File: config.mk
export PLATFORM = sky130hd
export DESIGN_NAME = data_cache_ctrl
export DESIGN_NICKNAME = d
export VERILOG_FILES = /design/src/rtl/dcache_pkg.sv /design/src/rtl/dcache_line_store.sv /design/src/rtl/data_cache_ctrl.sv
export SDC_FILE = /design/constraint.sdc
export NUM_CORES = 1
export LEC_CHECK = 0
export ABC_CLOCK_PERIOD_IN_PS = 2990
export BUFFER_PORTS_ARGS = -buffer_cell sky130_fd_sc_hd__buf_2
export CAP_MARGIN = 40
export CORE_MARGIN = 1.5
export CORE_UTILIZATION = 56
export CTS_BUF_LIST = sky130_fd_sc_hd__clkbuf_4
export CTS_CLUSTER_SIZE = 30
export DETAILED_ROUTE_END_ITERATION = 12
export PLACE_DENSITY = 0.76
export SETUP_SLACK_MARGIN = 0.2
export SKIP_CTS_REPAIR_TIMING = 1
export SLEW_MARGIN = 25
export SYNTH_ARGS = -nofsm -noshare
export SYNTH_HDL_FRONTEND = slang
export SYNTH_SLANG_ARGS = --single-unit
File: constraint.sdc
create_clock -name CLK -period 2.99 [get_ports CLK]
set_input_delay 0.598 -clock CLK [delete_from_list [all_inputs] [get_ports CLK]]
set_output_delay 0.598 -clock CLK [all_outputs]
set_load 0.05 [all_outputs]
File: src/rtl/dcache_pkg.sv
// Shared types and address-field widths for the direct-mapped data cache.
package dcache_pkg;

    localparam int ADDR_W   = 8;
    localparam int TAG_W    = 3;
    localparam int INDEX_W  = 3;
    localparam int OFFSET_W = 2;
    localparam int BLOCK_W  = 32;

    typedef enum logic [1:0] {
        IDLE,
        WRITEBACK,
        FETCH,
        UPDATE
    } dcache_state_t;

endpackage

File: src/rtl/dcache_line_store.sv
// Data, tag, valid and dirty storage for the data cache: one byte-write port,
// one whole-block fill port, and a synchronous invalidate-all on RESET.
module dcache_line_store
    import dcache_pkg::*;
#(
    parameter int NUM_LINES   = 8,
    parameter int BLOCK_BYTES = 4
) (
    input  logic                           CLK,
    input  logic                           RESET,
    input  logic [$clog2(NUM_LINES)-1:0]   index,
    input  logic [$clog2(BLOCK_BYTES)-1:0] offset,
    input  logic                           byte_we,
    input  logic [7:0]                     byte_data,
    input  logic                           fill_en,
    input  logic [TAG_W-1:0]               fill_tag,
    input  logic [8*BLOCK_BYTES-1:0]       fill_data,
    output logic                           line_valid,
    output logic                           line_dirty,
    output logic [TAG_W-1:0]               line_tag,
    output logic [8*BLOCK_BYTES-1:0]       line_data
);

    logic [NUM_LINES-1:0]     valid_q;
    logic [NUM_LINES-1:0]     dirty_q;
    logic [TAG_W-1:0]         tag_q  [NUM_LINES];
    logic [8*BLOCK_BYTES-1:0] data_q [NUM_LINES];

    // Only the status bits are reset; tag and data contents are meaningless while invalid.
    always_ff @(posedge CLK) begin
        if (RESET) begin
            valid_q <= '0;
            dirty_q <= '0;
        end else if (fill_en) begin
            valid_q[index] <= 1'b1;
            dirty_q[index] <= 1'b0;
        end else if (byte_we) begin
            dirty_q[index] <= 1'b1;
        end
    end

    always_ff @(posedge CLK) begin
        if (fill_en) begin
            tag_q[index]  <= fill_tag;
            data_q[index] <= fill_data;
        end else if (byte_we) begin
            data_q[index][{offset, 3'b000} +: 8] <= byte_data;
        end
    end

    assign line_valid = valid_q[index];
    assign line_dirty = dirty_q[index];
    assign line_tag   = tag_q[index];
    assign line_data  = data_q[index];

endmodule

File: src/rtl/data_cache_ctrl.sv
// Direct-mapped write-back/write-allocate data cache controller with miss FSM.
// Optional hit/miss statistics counters are built when DCACHE_STATS_EN is defined.
//
//   state     | meaning
//   ----------+--------------------------------------------------------------
//   IDLE      | serving hits combinationally; a miss leaves on the next edge
//   WRITEBACK | dirty victim line being written to memory
//   FETCH     | requested block being read from memory
//   UPDATE    | fetched block, tag and valid installed; line marked clean
module data_cache_ctrl
    import dcache_pkg::*;
#(
    parameter int NUM_LINES   = 8,
    parameter int BLOCK_BYTES = 4
) (
    input  logic                       CLK,
    input  logic                       RESET,
    input  logic                       READ,
    input  logic                       WRITE,
    input  logic [ADDR_W-1:0]          ADDRESS,
    input  logic [7:0]                 WRITEDATA,
    output logic [7:0]                 READDATA,
    output logic                       BUSYWAIT,
    output logic                       MEM_READ,
    output logic                       MEM_WRITE,
    output logic [TAG_W+INDEX_W-1:0]   MEM_ADDRESS,
    output logic [8*BLOCK_BYTES-1:0]   MEM_WRITEDATA,
    input  logic [8*BLOCK_BYTES-1:0]   MEM_READDATA,
    input  logic                       MEM_BUSYWAIT
);

    localparam int BW = 8 * BLOCK_BYTES;

    dcache_state_t state, state_next;
    logic          in_state_q;

    logic [TAG_W-1:0]    addr_tag;
    logic [INDEX_W-1:0]  index;
    logic [OFFSET_W-1:0] offset;

    logic          line_valid, line_dirty;
    logic [TAG_W-1:0] line_tag;
    logic [BW-1:0] line_data;

    logic idle, req, hit, mem_done, byte_we, fill_en;

    logic                     mem_read_q, mem_write_q;
    logic [TAG_W+INDEX_W-1:0] mem_addr_q;
    logic [BW-1:0]            mem_wdata_q;

    assign addr_tag = ADDRESS[ADDR_W-1 -: TAG_W];
    assign index    = ADDRESS[OFFSET_W +: INDEX_W];
    assign offset   = ADDRESS[OFFSET_W-1:0];

    dcache_line_store #(
        .NUM_LINES   (NUM_LINES),
        .BLOCK_BYTES (BLOCK_BYTES)
    ) u_line_store (
        .CLK        (CLK),
        .RESET      (RESET),
        .index      (index),
        .offset     (offset),
        .byte_we    (byte_we),
        .byte_data  (WRITEDATA),
        .fill_en    (fill_en),
        .fill_tag   (addr_tag),
        .fill_data  (MEM_READDATA),
        .line_valid (line_valid),
        .line_dirty (line_dirty),
        .line_tag   (line_tag),
        .line_data  (line_data)
    );

    assign idle = (state == IDLE);
    assign req  = READ || WRITE;
    assign hit  = line_valid && (line_tag == addr_tag);

    // The memory only raises its busy flag a cycle after seeing a request, so
    // its first-cycle "not busy" must not be taken as completion.
    assign mem_done = in_state_q && !MEM_BUSYWAIT;

    assign byte_we  = idle && WRITE && !READ && hit;
    assign fill_en  = (state == UPDATE);
    assign BUSYWAIT = !idle || (req && !hit);
    assign READDATA = (idle && READ && hit) ? line_data[{offset, 3'b000} +: 8] : 8'h00;

    always_ff @(posedge CLK) begin
        if (RESET) begin
            state      <= IDLE;
            in_state_q <= 1'b0;
        end else begin
            state      <= state_next;
            in_state_q <= (state_next == state);
        end
    end

    always_comb begin
        state_next = state;
        case (state)
            IDLE:      if (req && !hit) state_next = (line_valid && line_dirty) ? WRITEBACK : FETCH;
            WRITEBACK: if (mem_done) state_next = FETCH;
            FETCH:     if (mem_done) state_next = UPDATE;
            UPDATE:    state_next = IDLE;
            default:   state_next = IDLE;
        endcase
    end

    // Memory-side outputs are registered from the next state so they never
    // follow CPU-side inputs combinationally.
    always_ff @(posedge CLK) begin
        if (RESET) begin
            mem_read_q  <= 1'b0;
            mem_write_q <= 1'b0;
            mem_addr_q  <= '0;
            mem_wdata_q <= '0;
        end else begin
            mem_read_q  <= (state_next == FETCH);
            mem_write_q <= (state_next == WRITEBACK);
            if (state_next == WRITEBACK) begin
                mem_addr_q <= {line_tag, index};
            end else if (state_next == FETCH) begin
                mem_addr_q <= {addr_tag, index};
            end else begin
                mem_addr_q <= '0;
            end
            mem_wdata_q <= (state_next == WRITEBACK) ? line_data : '0;
        end
    end

    assign MEM_READ      = mem_read_q;
    assign MEM_WRITE     = mem_write_q;
    assign MEM_ADDRESS   = mem_addr_q;
    assign MEM_WRITEDATA = mem_wdata_q;

`ifdef DCACHE_STATS_EN
    logic [15:0] hit_count;
    logic [15:0] miss_count;

    // The IDLE cycle right after UPDATE finishes a miss and is not a hit.
    always_ff @(posedge CLK) begin
        if (RESET) begin
            hit_count  <= '0;
            miss_count <= '0;
        end else begin
            if (idle && in_state_q && req && hit && (hit_count != 16'hFFFF)) begin
                hit_count <= hit_count + 16'd1;
            end
            if (idle && req && !hit && (miss_count != 16'hFFFF)) begin
                miss_count <= miss_count + 16'd1;
            end
        end
    end
`endif

endmodule

; Yosys cells after proc, flatten, opt, wreduce, memory -nomap -nowiden
; Memories as Yosys holds them, arrays and structs flattened.
; Index checks and enable logic that the tools add are counted.
[word_totals]
output_inout_bits = 49
ff_bits = 59
ram_bits = 280
n_memories = 2
elab_cells = 132
input_bits = 53
[mem_list]
columns = memory, words, word_bits, rd, rd_clocked_by_memory_dff, write_ports, line_no
row1 = u_line_store.data_q, 8, 32, 1, 0, 1, dcache_line_store.sv:27  ; logic [8*BLOCK_BYTES-1:0] data_q [NUM_LINES];
row2 = u_line_store.tag_q, 8, 3, 1, 0, 1, dcache_line_store.sv:26  ; logic [TAG_W-1:0] tag_q [NUM_LINES];
[op_classes]
n_reduce_logical = 19
addsub = 1
shift = 3
bitwise = 37
eq_ne = 7
order_cmp = 2
mux = 53
[op_table]
columns = cell, count
row1 = 1-bit 2-to-1 mux, 39
row2 = 32-bit 2-to-1 mux, 1
row3 = 1-bit OR, 32
row4 = "8-bit by 7-bit variable shift with 32-bit output, first input constant", 1
row5 = 32-bit by 6-bit indexed part select with 8-bit output, 1
row6 = 8-bit by 7-bit indexed part select with 32-bit output, 1
row7 = 8-bit 2-to-1 mux, 3
row8 = 8-bit OR, 2
row9 = 6-bit 2-to-1 mux, 2
row10 = 1-bit logical AND, 10
row11 = 8-bit AND, 1
row12 = 2-bit 2-to-1 mux, 4
row13 = 8-bit NOT, 1
row14 = 2-bit one-hot mux with 4 select lines, 1
row15 = 5-bit negation with 7-bit output, 1
row16 = 1-bit binary-select mux with 3-bit select, 2
row17 = "2-bit equality test, second input constant", 3
row18 = "2-bit by 1-bit equality test with 1-bit output, second input constant", 2
row19 = 1-bit zero test, 4
row20 = "3-bit by 4-bit < comparator with 1-bit output, second input constant", 1
row21 = 1-bit demux with 3-bit select, 1
row22 = 3-bit equality test, 1
row23 = "3-bit by 1-bit greater-or-equal comparator with 1-bit output, second input constant", 1
row24 = 2-bit equality test, 1
row25 = other kinds (5), 6

; Depth between registers and ports, before layout
; Gate-level depths: netlist (run 1).
[depth]
ltp_word = 10
depth_mapped = 12
mapped_depth_nobuf = 7

; Hierarchy
; A second synthesis (run 1) with hierarchy kept.
[unflattened]
cells_unflattened = 761
area_unflattened_um2 = 13824.5
[modules_own_cells]
columns = module, cells_per_inst, seq_area_each_um2, area_per_inst_um2, n_inst
row1 = dcache_line_store, 618, 8728.4, 12089.1, 1
row2 = data_cache_ctrl, 143, 860.8, 1735.4, 1

; Least setup slack after synthesis (run 1)
; OpenSTA, ideal clock, no wires.
[synth_path]
path_type = input -> output
startpoint = in ADDRESS[3]
endpoint = out READDATA[0]
cell_stages = 9
n_path_buf = 4
path_slack_ns = -0.695
t_required_ns = 2.392
t_arrival_ns = 3.087
path_cell_list = buf_2 -> buf_2 -> buf_2 -> clkbuf_1 -> nand2_1 -> o22ai_1 -> nor2_1 -> mux4_2 -> nor2_1
[synth_between]
elab_chain_cells = 5
elab_cells_between_ends = 9
cone_classes = 1 x eq/ne / 1 x shift / 3 x mux / 2 x reduce/logical / 2 x memory
[synth_rtl]
columns = element, line_no
row1 = from (decl), data_cache_ctrl.sv:20  ; input logic [ADDR_W-1:0] ADDRESS,
row2 = "parallel branches: the longest is 4 deep, another holds memory read 8 x 32 bit", -
row3 = 8-bit 2-to-1 mux *, data_cache_ctrl.sv:85  ; assign READDATA = (idle && READ && hit) ? line_data[{offset, 3'b000} +: 8] : 8'h00;
row4 = to (decl), data_cache_ctrl.sv:22  ; output logic [7:0] READDATA,
; Mark *: on every way between the ends. The select of a mux whose other input is x is not followed.

; Final worst setup path (run 1)
[layout_path]
startpoint = in ADDRESS[2]
endpoint = out READDATA[1]
; The elaborated chain is that of the path after synthesis.

==> results of run 1 <==
-- flip-flops by register name (all words and copies together), names as in the netlist, named ones only --
| name | flops |
|---|---|
| u_line_store.tag_q | 24 |
| u_line_store.valid_q | 8 |
| MEM_READ | 1 |
| MEM_WRITE | 1 |
| MEM_WRITEDATA | 32 |
| in_state_q | 1 |
| u_line_store.data_q | 256 |
| state | 2 |
| MEM_ADDRESS | 6 |
-- cells by family after synthesis --
group	share of synthesized area, %
adders and majority gates	0.457
and+or+nand+nor	7.59
DFF	70.1
muxes	11.6
AOI/OAI and AO/OA	8.13
buffers and inverters	1.96
xor gates and xnor gates	0.183
-- synthesized netlist by cell type (2+ instances only) --
library cell	instances	area share, %
edfxtp_1	280	61
nor2_1	113	3.1
dfxtp_1	59	8.6
mux2i_1	42	3.1
mux4_2	40	6.6
nand4_1	32	1.5
a22oi_1	22	1.2
buf_2	21	0.77
mux2_2	21	1.7
nand2_1	21	0.58
a21bo_2	20	1.5
a221oi_1	19	1.2
clkbuf_1	17	0.47
a21oi_1	16	0.59
o22ai_1	16	0.73
nor3_1	13	0.48
a21bo_1	12	0.88
nand2b_1	10	0.46
nor2b_1	8	0.37
a22o_1	7	0.45
a31oi_1	6	0.27
inv_1	6	0.16
nor3b_1	6	0.33
buf_1	5	0.14
buf_4	5	0.27
ha_1	5	0.46
and2_1	4	0.18
o21ai_0	3	0.11
o22a_1	3	0.19
o32ai_1	3	0.19
or2_2	3	0.14
a21o_1	2	0.11
a32oi_1	2	0.13
mux2_1	2	0.16
-- power by group through the flow --
| stage | Sequential, mW | Clock [mW] | Combinational, mW |
|---|---|---|---|
| after detailed placement | 5.23 | 0 | 0.879 |
| after global placement | 5.23 | 0 | 0.862 |
| after floorplan | 5.26 | 0 | 0.438 |
| after CTS | 5.13 | 4.03 | 0.889 |
| final | 5.13 | 3.99 | 0.930 |
| after global routing | 5.12 | 4.32 | 0.969 |
-- critical path, delay by kind of cell --
| family | cells | cell delay (ns) |
|---|---|---|
| mux | 1 | 0.34 |
| compound gates | 3 | 0.82 |
| buf+inv | 4 | 0.68 |
| simple gates | 2 | 0.25 |
-- stage by stage --
stage	utilization, %	instances
6_report	75.0	1589
3_5_place_dp	69.5	1429
3_3_place_gp	69.5	1429
5_1_grt	75.0	1589
4_1_cts	74.2	1587
2_1_floorplan	-	864
-- layer usage --
metal  part of all wire (%)  track usage, %  vias to the layer above
li1                       -               -                     4138
met1                     37            40.0                     4731
met2                     49            50.8                      588
met3                     10            8.41                      114
met4                    4.2            16.0                        2
met5                  0.030               0                        -
-- worst paths after layout --
| check | slack [ns] | cells after the start | endpoint |
|---|---|---|---|
| worst max-delay path | -0.32 | 10 | READDATA[1] |
| worst min register to register | 0.49 | 2 | u_line_store.valid_q[1] |
| worst min-delay path | 0.28 | 1 | u_line_store.tag_q[0][2] |
| worst max register to register | 0.28 | 10 | u_line_store.data_q[3][2] |
-- cell type report --
cell class              count  area share (%)
repair buffers            292            14.4
inverters                   7           0.145
well taps                 324            2.24
diodes                      1          0.0138
multi-input cells         468            23.9
clock buffers             123            5.11
flip-flops and latches    339            53.0
clock inverters            35            1.18
==> qor.csv, run 1 <==
stage;metric;value;unit
worst_setup_path;rr_startpoint;u_line_store.tag_q[7][2];
sta;whs;0.282;ns
worst_setup_path;slowest_stage;a221oi_1;
sta;fin_crit_sh;111;%
worst_setup_path;cpMostUsedCell;buf_4;
run_status;status;finished with violations;
placed_design;pre_cts_ws;-0.493;ns
power_and_ir_drop;comb_power_share;9.3;%
placed_design;io_buffers;101;
power_and_ir_drop;ir_drop;332;uV
hold_path;hp-start;ADDRESS[7];
global_route;grt_pass1_wl;58400;um
sta;relSlewSlack;52.1;%
clock_network;cts_made_buffers;85;
yosys;postSynth.topFlopCell;edfxtp_1;
cells_and_area;final_cell_mix;280 x edfxtp_1, 143 x buf_4, 124 x clkbuf_4;
hold_path;hold_class;in -> reg;
drt;drc;0;
cells_and_area;drive_above_1_share;45.7;%
die;start_util;56.7;%
worst_setup_path;worst-setup-path-type;in -> out;
job;cap_violations;0;
die;io_pins;102;
drt;wl_per_cell;24.9;um
yosys;syn-num-nets;922;
die;rows;57;
power_and_ir_drop;leakage;6.71;nW
power_and_ir_drop;p_switching;2.37;mW
power_and_ir_drop;p_int;7.68;mW
sta;worst_slack;-0.320;ns
placed_design;gp_congestion;0.911;
clock_network;clock_latency;0.69;ns
global_route;grt_pass1_vias;9836;
worst_setup_path;cp_max_fo;17;
sta;rsz0062_at_grt;true;
sta;setup_violations;9;
worst_setup_path;cp_data_arrival_time;2.71;ns
global_route;grt_max_degree;30;
clock_network;clk_path_buf_depth;3;
power_and_ir_drop;p_per_area;556;mW/mm^2
placed_design;hpwl;26900;um
sta;fin_tns_setup;-2.27;ns
cells_and_area;ff_latch_area;0.00959;mm^2
sta;hold_viol;0;
clock_network;root_buffer;clkbuf_4;
placed_design;post_dp_cell_area;0.0168;mm^2
yosys;syn_avg_cell_area;15.8;um^2
worst_setup_path;cp-end-kind;output port;
power_and_ir_drop;p_seq_share;51.0;%
worst_setup_path;worstSetupStartpointType;input pin;
drt;drt-vias-per-instance;6.02;
drt;dr_total_vias;9573;
clock_network;cts.clk_slew.worst_paths;0.07;ns
sta;slew_violations;0;
sta;skew;0.0420;ns
run_status;violations;negative setup slack;
cells_and_area;fin_area;0.0181;mm^2
power_and_ir_drop;power;10.1;mW
worst_setup_path;cp.required;2.39;ns
worst_setup_path;crit_chain;buf_4 > buf_4 > and2_1 > buf_4 > a221oi_1 > a21oi_1 > a221oi_2 > mux4_2 > nor2_4 > buf_8;
global_route;grt_use_total;31.6;%
power_and_ir_drop;p_sw_share;23.6;%
die;die_width;159;um
drt;dr.first_iter.drc_count;1181;
clock_network;cts.sinks;339;
yosys;syn-cell-area;0.0137;mm^2
cells_and_area;nets;1251;
yosys;synth_edf_count;280;
cells_and_area;multi_input_area;0.00433;mm^2
global_route;overflow;0;
cells_and_area;final_common_cell;edfxtp_1;
clock_network;htreeDepth;3;
drt;ant_nets;0;
drt;wl;39600;um
yosys;async_flop_share;0;%
clock_network;tritoncts;built;
global_route;antenna_found_initial;2;
yosys;ys_seq_area_share;70.1;%
worst_setup_path;cpPeakStageDelay;0.38;ns
sta;worst_pin_slew;0.718;ns
cells_and_area;nFillCells;1462;
die;dieArea;0.0254;mm^2
yosys;ys_ff_latch;339;
power_and_ir_drop;p_clk_share;39.7;%
worst_setup_path;startpoint;ADDRESS[2];
cells_and_area;area_growth;32.2;%
drt;first_pass_iters;5;
die;chipHeight;159;um
die;core;0.0241;mm^2
sta;fin_crit;3.31;ns
yosys;yosysUniqueCellTypes;54;
yosys;yosys_warnings;0;
sta;fmax;302;MHz
yosys;syn_inst;864;
Power figures use the tool's default switching activity.
==> run 2: changes to the inputs <==
--- a/config.mk
+++ b/config.mk
@@ -13,6 +13,7 @@
 export CTS_BUF_LIST = sky130_fd_sc_hd__clkbuf_4
 export CTS_CLUSTER_SIZE = 30
 export DETAILED_ROUTE_END_ITERATION = 12
+export MAX_ROUTING_LAYER = met4
 export PLACE_DENSITY = 0.76
 export SETUP_SLACK_MARGIN = 0.2
 export SKIP_CTS_REPAIR_TIMING = 1
==> qor.csv, run 2 (same netlist as run 1, synthesis figures left out) <==
stage;metric;value;unit;change
clock_network;cts.clk_slew.worst_paths;0.07;ns;about the same
sta;slew_violations;0;;unchanged
die;dieArea;0.0254;mm^2;unchanged
placed_design;post_dp_cell_area;0.0168;mm^2;unchanged
sta;skew;0.0351;ns;-0.00697 ns
cells_and_area;nets;1251;;unchanged
worst_setup_path;worstSetupStartpointType;input pin;;
power_and_ir_drop;ir_drop;335;uV;+0.85%
drt;dr_total_vias;9591;;+0.19%
clock_network;tritoncts;built;;
sta;setup_violations;9;;unchanged
worst_setup_path;cp-end-kind;output port;;
cells_and_area;area_growth;32.2;%;about the same
cells_and_area;final_cell_mix;280 x edfxtp_1, 145 x buf_4, 124 x clkbuf_4;;
cells_and_area;regMostFlops;u_line_store.data_q;;
placed_design;pre_cts_ws;-0.493;ns;unchanged
die;start_util;56.7;%;unchanged
worst_setup_path;cpMostUsedCell;buf_4;;
sta;fin_crit;3.28;ns;-0.0268 ns
global_route;overflow;0;;unchanged
power_and_ir_drop;leakage;6.71;nW;about the same
cells_and_area;fin_area;0.0181;mm^2;about the same
sta;fin_crit_sh;110;%;-0.90 points
die;core;0.0241;mm^2;unchanged
sta;hold_viol;0;;unchanged
placed_design;dpl.cell_count;1429;;unchanged
worst_setup_path;cp_data_arrival_time;2.68;ns;-0.03 ns
die;io_pins;102;;unchanged
drt;first_pass_iters;6;;+1
clock_network;root_buffer;clkbuf_4;;
cells_and_area;drive_above_1_share;45.7;%;unchanged
sta;rsz0062_at_grt;true;;
placed_design;hpwl;26900;um;unchanged
cells_and_area;utilization;75.0;%;about the same
run_status;violations;negative setup slack;;
drt;drc;0;;unchanged
global_route;grt_pass1_wl;58400;um;about the same
cells_and_area;stdcell_count;1590;;+0.063%
run_status;status;finished with violations;;
cells_and_area;largest_reg_flops;256;;unchanged
drt;drt-vias-per-instance;6.03;;+0.13%
placed_design;gp_congestion;0.927;;+1.8%
clock_network;cts_made_buffers;85;;unchanged
drt;ant_nets;0;;unchanged
die;die_width;159;um;unchanged
sta;worst_slack;-0.293;ns;+0.0268 ns
sta;relSlewSlack;51.6;%;-0.54 points
drt;wl;39500;um;-0.35%
clock_network;clk_path_buf_depth;3;;unchanged
worst_setup_path;cp_max_fo;17;;unchanged
global_route;grt_use_total;32.6;%;+0.98 points
worst_setup_path;cpPeakStageDelay;0.36;ns;-0.02 ns
die;chipHeight;159;um;unchanged
clock_network;clock_latency;0.69;ns;about the same
cells_and_area;final_common_cell;edfxtp_1;;
drt;wl_per_cell;24.8;um;-0.41%
worst_setup_path;worst-setup-path-type;in -> out;;
worst_setup_path;cp.required;2.39;ns;about the same
placed_design;io_buffers;101;;unchanged
sta;worst_pin_slew;0.726;ns;+0.00806 ns
worst_setup_path;rr_startpoint;u_line_store.tag_q[7][2];;
global_route;grt_max_degree;30;;unchanged
hold_path;hp-start;ADDRESS[7];;
clock_network;htreeDepth;3;;unchanged
job;cap_violations;0;;unchanged
worst_setup_path;slowest_stage;a221oi_1;;
global_route;grt_pass1_vias;9794;;-0.43%
global_route;antenna_found_initial;2;;unchanged
drt;dr.first_iter.drc_count;1146;;-3.0%
sta;fmax;305;MHz;+0.82%
clock_network;cts.sinks;339;;unchanged
worst_setup_path;crit_chain;buf_4 > buf_4 > and2_1 > buf_4 > a221oi_1 > a21oi_1 > a221oi_2 > mux4_2 > nor2_4 > buf_8;;
power_and_ir_drop;p_per_area;556;mW/mm^2;about the same
hold_path;hold_class;in -> reg;;
die;rows;57;;unchanged
worst_setup_path;startpoint;ADDRESS[2];;
-- run 2: stage by stage --
stage	power (mW)	setup TNS [ns]	hold WS, ns
finish	10.0	-2.23	0.282
global placement	6.09	-96.76	0.443
detailed placement	6.11	-134.38	0.465
CTS	10.0	-4.09	0.226
global route	10.4	-2.93	0.250
floorplan	5.70	0	0.435
-- run 2: power breakdown --
part | internal [mW] | switching (mW)
sequential | 5.12 | 0.00637
clock | 2.16 | 1.83
combinational | 0.395 | 0.534
-- run 2: worst max-delay path, delay by kind of cell --
kind	cells	cell delay (ns)
AND/OR/NAND/NOR	2	0.25
buffers and inverters	4	0.69
AO/OA/AOI/OAI	3	0.79
multiplexers	1	0.34
-- run 2: metal layers --
| metal | part of all wire (%) | vias to the layer above | GRT usage, % |
|---|---|---|---|
| met3 | 10 | 131 | 8.00 |
| met4 | 4.6 | 0 | 16.0 |
| met1 | 36 | 4716 | 40.3 |
| met2 | 49 | 611 | 50.7 |
| li1 | - | 4133 | - |
| met5 | 0 | - | - |
-- run 2: layout make-up --
type,instances,area (um^2)
multi-input combinational,468,4330
inverter,7,26.3
clock buffer,123,923
tap,324,405
fill,1464,6030
timing repair buffer,292,2590
clock inverter,35,213
sequential,339,9590
antenna,2,5.00
-- run 2: final timing paths --
path	endpoint	slack [ns]	cells past startpoint
setup / recovery	READDATA[1]	-0.29	10
hold / removal	u_line_store.tag_q[0][2]	0.28	1
setup reg to reg	u_line_store.data_q[2][2]	0.29	10
hold reg to reg	u_line_store.valid_q[4]	0.48	2
==> run 3: changes to the inputs <==
--- a/config.mk
+++ b/config.mk
@@ -7,7 +7,7 @@
 export LEC_CHECK = 0
 export ABC_CLOCK_PERIOD_IN_PS = 2990
 export BUFFER_PORTS_ARGS = -buffer_cell sky130_fd_sc_hd__buf_2
-export CAP_MARGIN = 40
+export CAP_MARGIN = 20
 export CORE_MARGIN = 1.5
 export CORE_UTILIZATION = 56
 export CTS_BUF_LIST = sky130_fd_sc_hd__clkbuf_4
@@ -20,4 +20,5 @@
 export SLEW_MARGIN = 25
 export SYNTH_ARGS = -nofsm -noshare
 export SYNTH_HDL_FRONTEND = slang
+export SYNTH_HIERARCHICAL = 1
 export SYNTH_SLANG_ARGS = --single-unit
==> qor.csv, run 3 <==
stage;metric;value;unit;change
yosys;yosys_warnings;6;;+6
placed_design;dpl.cell_count;1250;;-13%
cells_and_area;largest_reg_flops;256;;unchanged
drt;drt-vias-per-instance;5.90;;-2.2%
sta;fmax;280;MHz;-8.0%
yosys;yosysUniqueCellTypes;49;;-9.3%
sta;worst_slack;-0.578;ns;-0.286 ns
placed_design;pre_cts_ws;-0.597;ns;-0.105 ns
sta;whs;0.261;ns;-0.0209 ns
clock_network;tritoncts;built;;
worst_setup_path;cpPeakStageDelay;0.49;ns;+0.13 ns
clock_network;clock_latency;0.70;ns;about the same
yosys;yosys-top-cells-area;edfxtp_1 61%, mux4_2 12%, dfxtp_1 8.5%;;
sta;rsz0062_at_grt;true;;
worst_setup_path;slowest_stage;mux4_2;;
clock_network;cts_made_buffers;84;;-1.2%
cells_and_area;multi_input_area;0.00473;mm^2;+9.4%
worst_setup_path;cp_data_arrival_time;2.97;ns;+0.29 ns
die;rows;57;;unchanged
yosys;postSynth.topFlopCell;edfxtp_1;;
cells_and_area;nets;1108;;-11%
job;cap_violations;0;;unchanged
die;die_width;160;um;+0.54%
yosys;synth_top_area_share;60.8;%;-0.67 points
drt;dr_total_vias;8530;;-11%
clock_network;cts.clk_slew.worst_paths;0.08;ns;about the same
worst_setup_path;crit_chain;mux4_2 > mux2_4 > xnor2_2 > buf_4 > and4_4 > nand3_4 > buf_12 > nor2b_4 > buf_8;;
cells_and_area;regMostFlops;u_line_store/data_q;;
cells_and_area;nFillCells;1373;;-6.2%
die;chipHeight;160;um;+0.54%
global_route;grt_use_total;27.3;%;-5.3 points
cells_and_area;drive_above_1_share;56.3;%;+11 points
sta;fin_crit_sh;119;%;+9.6 points
drt;dr.first_iter.drc_count;1065;;-7.1%
global_route;grt_pass1_vias;8456;;-14%
hold_path;hp-start;MEM_READDATA[17];;
yosys;synth_edf_count;280;;unchanged
yosys;syn-cell-area;0.0138;mm^2;+1.1%
global_route;grt_pass1_wl;49800;um;-15%
global_route;antenna_found_initial;3;;+1
sta;hold_viol;0;;unchanged
worst_setup_path;rr_startpoint;u_line_store/tag_q[7][1];;
clock_network;htreeDepth;3;;unchanged
clock_network;clk_path_buf_depth;3;;unchanged
global_route;grt_max_degree;34;;+13%
placed_design;gp_congestion;0.850;;-8.3%
yosys;async_flop_share;0;%;unchanged
sta;worst_pin_slew;0.611;ns;-0.116 ns
sta;relSlewSlack;59.0;%;+7.4 points
die;io_pins;102;;unchanged
worst_setup_path;cp_max_fo;8;;-9
drt;wl_per_cell;24.8;um;about the same
hold_path;hold_path_end;u_line_store/data_q[0][17];;
placed_design;io_buffers;101;;unchanged
die;dieArea;0.0256;mm^2;+1.1%
worst_setup_path;cp.required;2.39;ns;about the same
worst_setup_path;worstSetupStartpointType;register;;
cells_and_area;final_common_cell;edfxtp_1;;
yosys;ys_seq_area_share;69.4;%;-0.76 points
placed_design;hpwl;22200;um;-17%
power_and_ir_drop;power;10.8;mW;+7.7%
clock_network;root_buffer;clkbuf_4;;
cells_and_area;ff_latch_area;0.00959;mm^2;unchanged
die;core;0.0242;mm^2;+0.59%
sta;fin_tns_setup;-95.32;ns;-93.09 ns
run_status;status;finished with violations;;
yosys;ys_ff_latch;339;;unchanged
power_and_ir_drop;leakage;6.61;nW;-1.5%
sta;fin_crit;3.57;ns;+0.286 ns
drt;first_pass_iters;5;;-1
hold_path;holdPathStages;2;;+1
worst_setup_path;r2r_end;u_line_store/data_q[4][18];;
worst_setup_path;worst-setup-path-type;reg -> out;;
die;start_util;57.0;%;+0.29 points
yosys;netlist_top_cells_count;280 x edfxtp_1, 75 x mux4_2, 59 x dfxtp_1, 41 x nor2_1, 40 x nand2_1;;
yosys;syn_inst;761;;-12%
drt;drc;0;;unchanged
yosys;synth_most_common_cell;edfxtp_1;;
sta;setup_violations;441;;+432
clock_network;cts.sinks;339;;unchanged
hold_path;hold_class;in -> reg;;
cells_and_area;stdcell_count;1446;;-9.1%
drt;wl;35900;um;-9.1%
power_and_ir_drop;p_per_area;599;mW/mm^2;+7.8%
worst_setup_path;reg2reg_slack;-0.34;ns;-0.63 ns
power_and_ir_drop;ir_drop;436;uV;+30%
yosys;syn-num-nets;819;;-11%
yosys;syn_avg_cell_area;18.2;um^2;+15%
sta;slew_violations;0;;unchanged
global_route;overflow;0;;unchanged
sta;skew;0.0408;ns;+0.00574 ns
yosys;yosysTopAreaCell;edfxtp_1;;
cells_and_area;area_growth;30.6;%;
cells_and_area;final_cell_mix;280 x edfxtp_1, 129 x clkbuf_4, 90 x buf_2;;
worst_setup_path;cp-end-kind;output port;;
worst_setup_path;reg2reg_depth;12;;+2
drt;ant_nets;0;;unchanged
run_status;violations;negative setup slack;;
==> run 3: cell families after synthesis <==
family	Yosys count	share of synthesized area (%)
flip-flops	339	69.4
adder cells (fa/ha/maj)	6	0.525
AO/OA/AOI/OAI	64	3.18
AND/OR/NAND/NOR	177	7.37
multiplexers	119	17.1
buffers and inverters	53	2.27
XOR/XNOR	3	0.190
==> run 3: stage by stage <==
step / instance area (um^2) / utilization (%)
CTS: 16800 / 69.3
global placement: 15700 / 64.8
finish: 18100 / 74.5
floorplan: 14200 / -
detailed placement: 15700 / 64.8
global route: 18100 / 74.5
==> run 3: worst max path at each step <==
| stage | startpoint | endpoint | slack, ns | depth (start not counted) |
|---|---|---|---|---|
| floorplan | ADDRESS[2] | u_line_store/data_q[0][16] | -0.29 | 11 |
| finish | u_line_store/tag_q[7][1] | READDATA[3] | -0.58 | 9 |
| CTS | u_line_store/tag_q[7][1] | READDATA[5] | -0.69 | 9 |
| detailed placement | ADDRESS[2] | u_line_store/data_q[5][13] | -0.60 | 10 |
| global placement | ADDRESS[2] | u_line_store/data_q[2][22] | -0.51 | 12 |
| global route | u_line_store/tag_q[7][1] | READDATA[3] | -0.64 | 9 |
==> run 3: routing by layer <==
layer  global-route usage [%]  vias to the layer above  routed length, um
met4                     9.86                        0               1160
met3                     7.04                       75               3480
met5                        -                        -                  0
met1                     36.3                     4297              13700
met2                     41.1                      495              17500
li1                         -                     3663                  -
==> run 3: layout make-up <==
type	count	share of cell area [%]
Inverter	8	0.166
Clock inverter	28	0.630
Tap cell	324	2.24
Antenna cell	1	0.0139
Clock buffer	129	5.36
Sequential cell	339	53.1
Timing Repair Buffer	248	12.3
Multi-Input combinational cell	369	26.2
==> run 3: worst max-delay path: cells and delay by family (launching register included) <==
family | cells | cell delay [ns]
buffers and inverters | 3 | 0.46
DFF | 1 | 0.39
xor gates and xnor gates | 1 | 0.17
and+or+nand+nor | 3 | 0.46
muxes | 2 | 0.78
==> run 3: power by group <==
group	switching, mW	internal [mW]	total, mW	leakage [nW]
logic	1.01	0.648	1.65	2.96
registers	0.0636	5.27	5.33	3.00
clock network	1.85	1.98	3.83	0.653
total	2.92	7.90	10.8	6.61
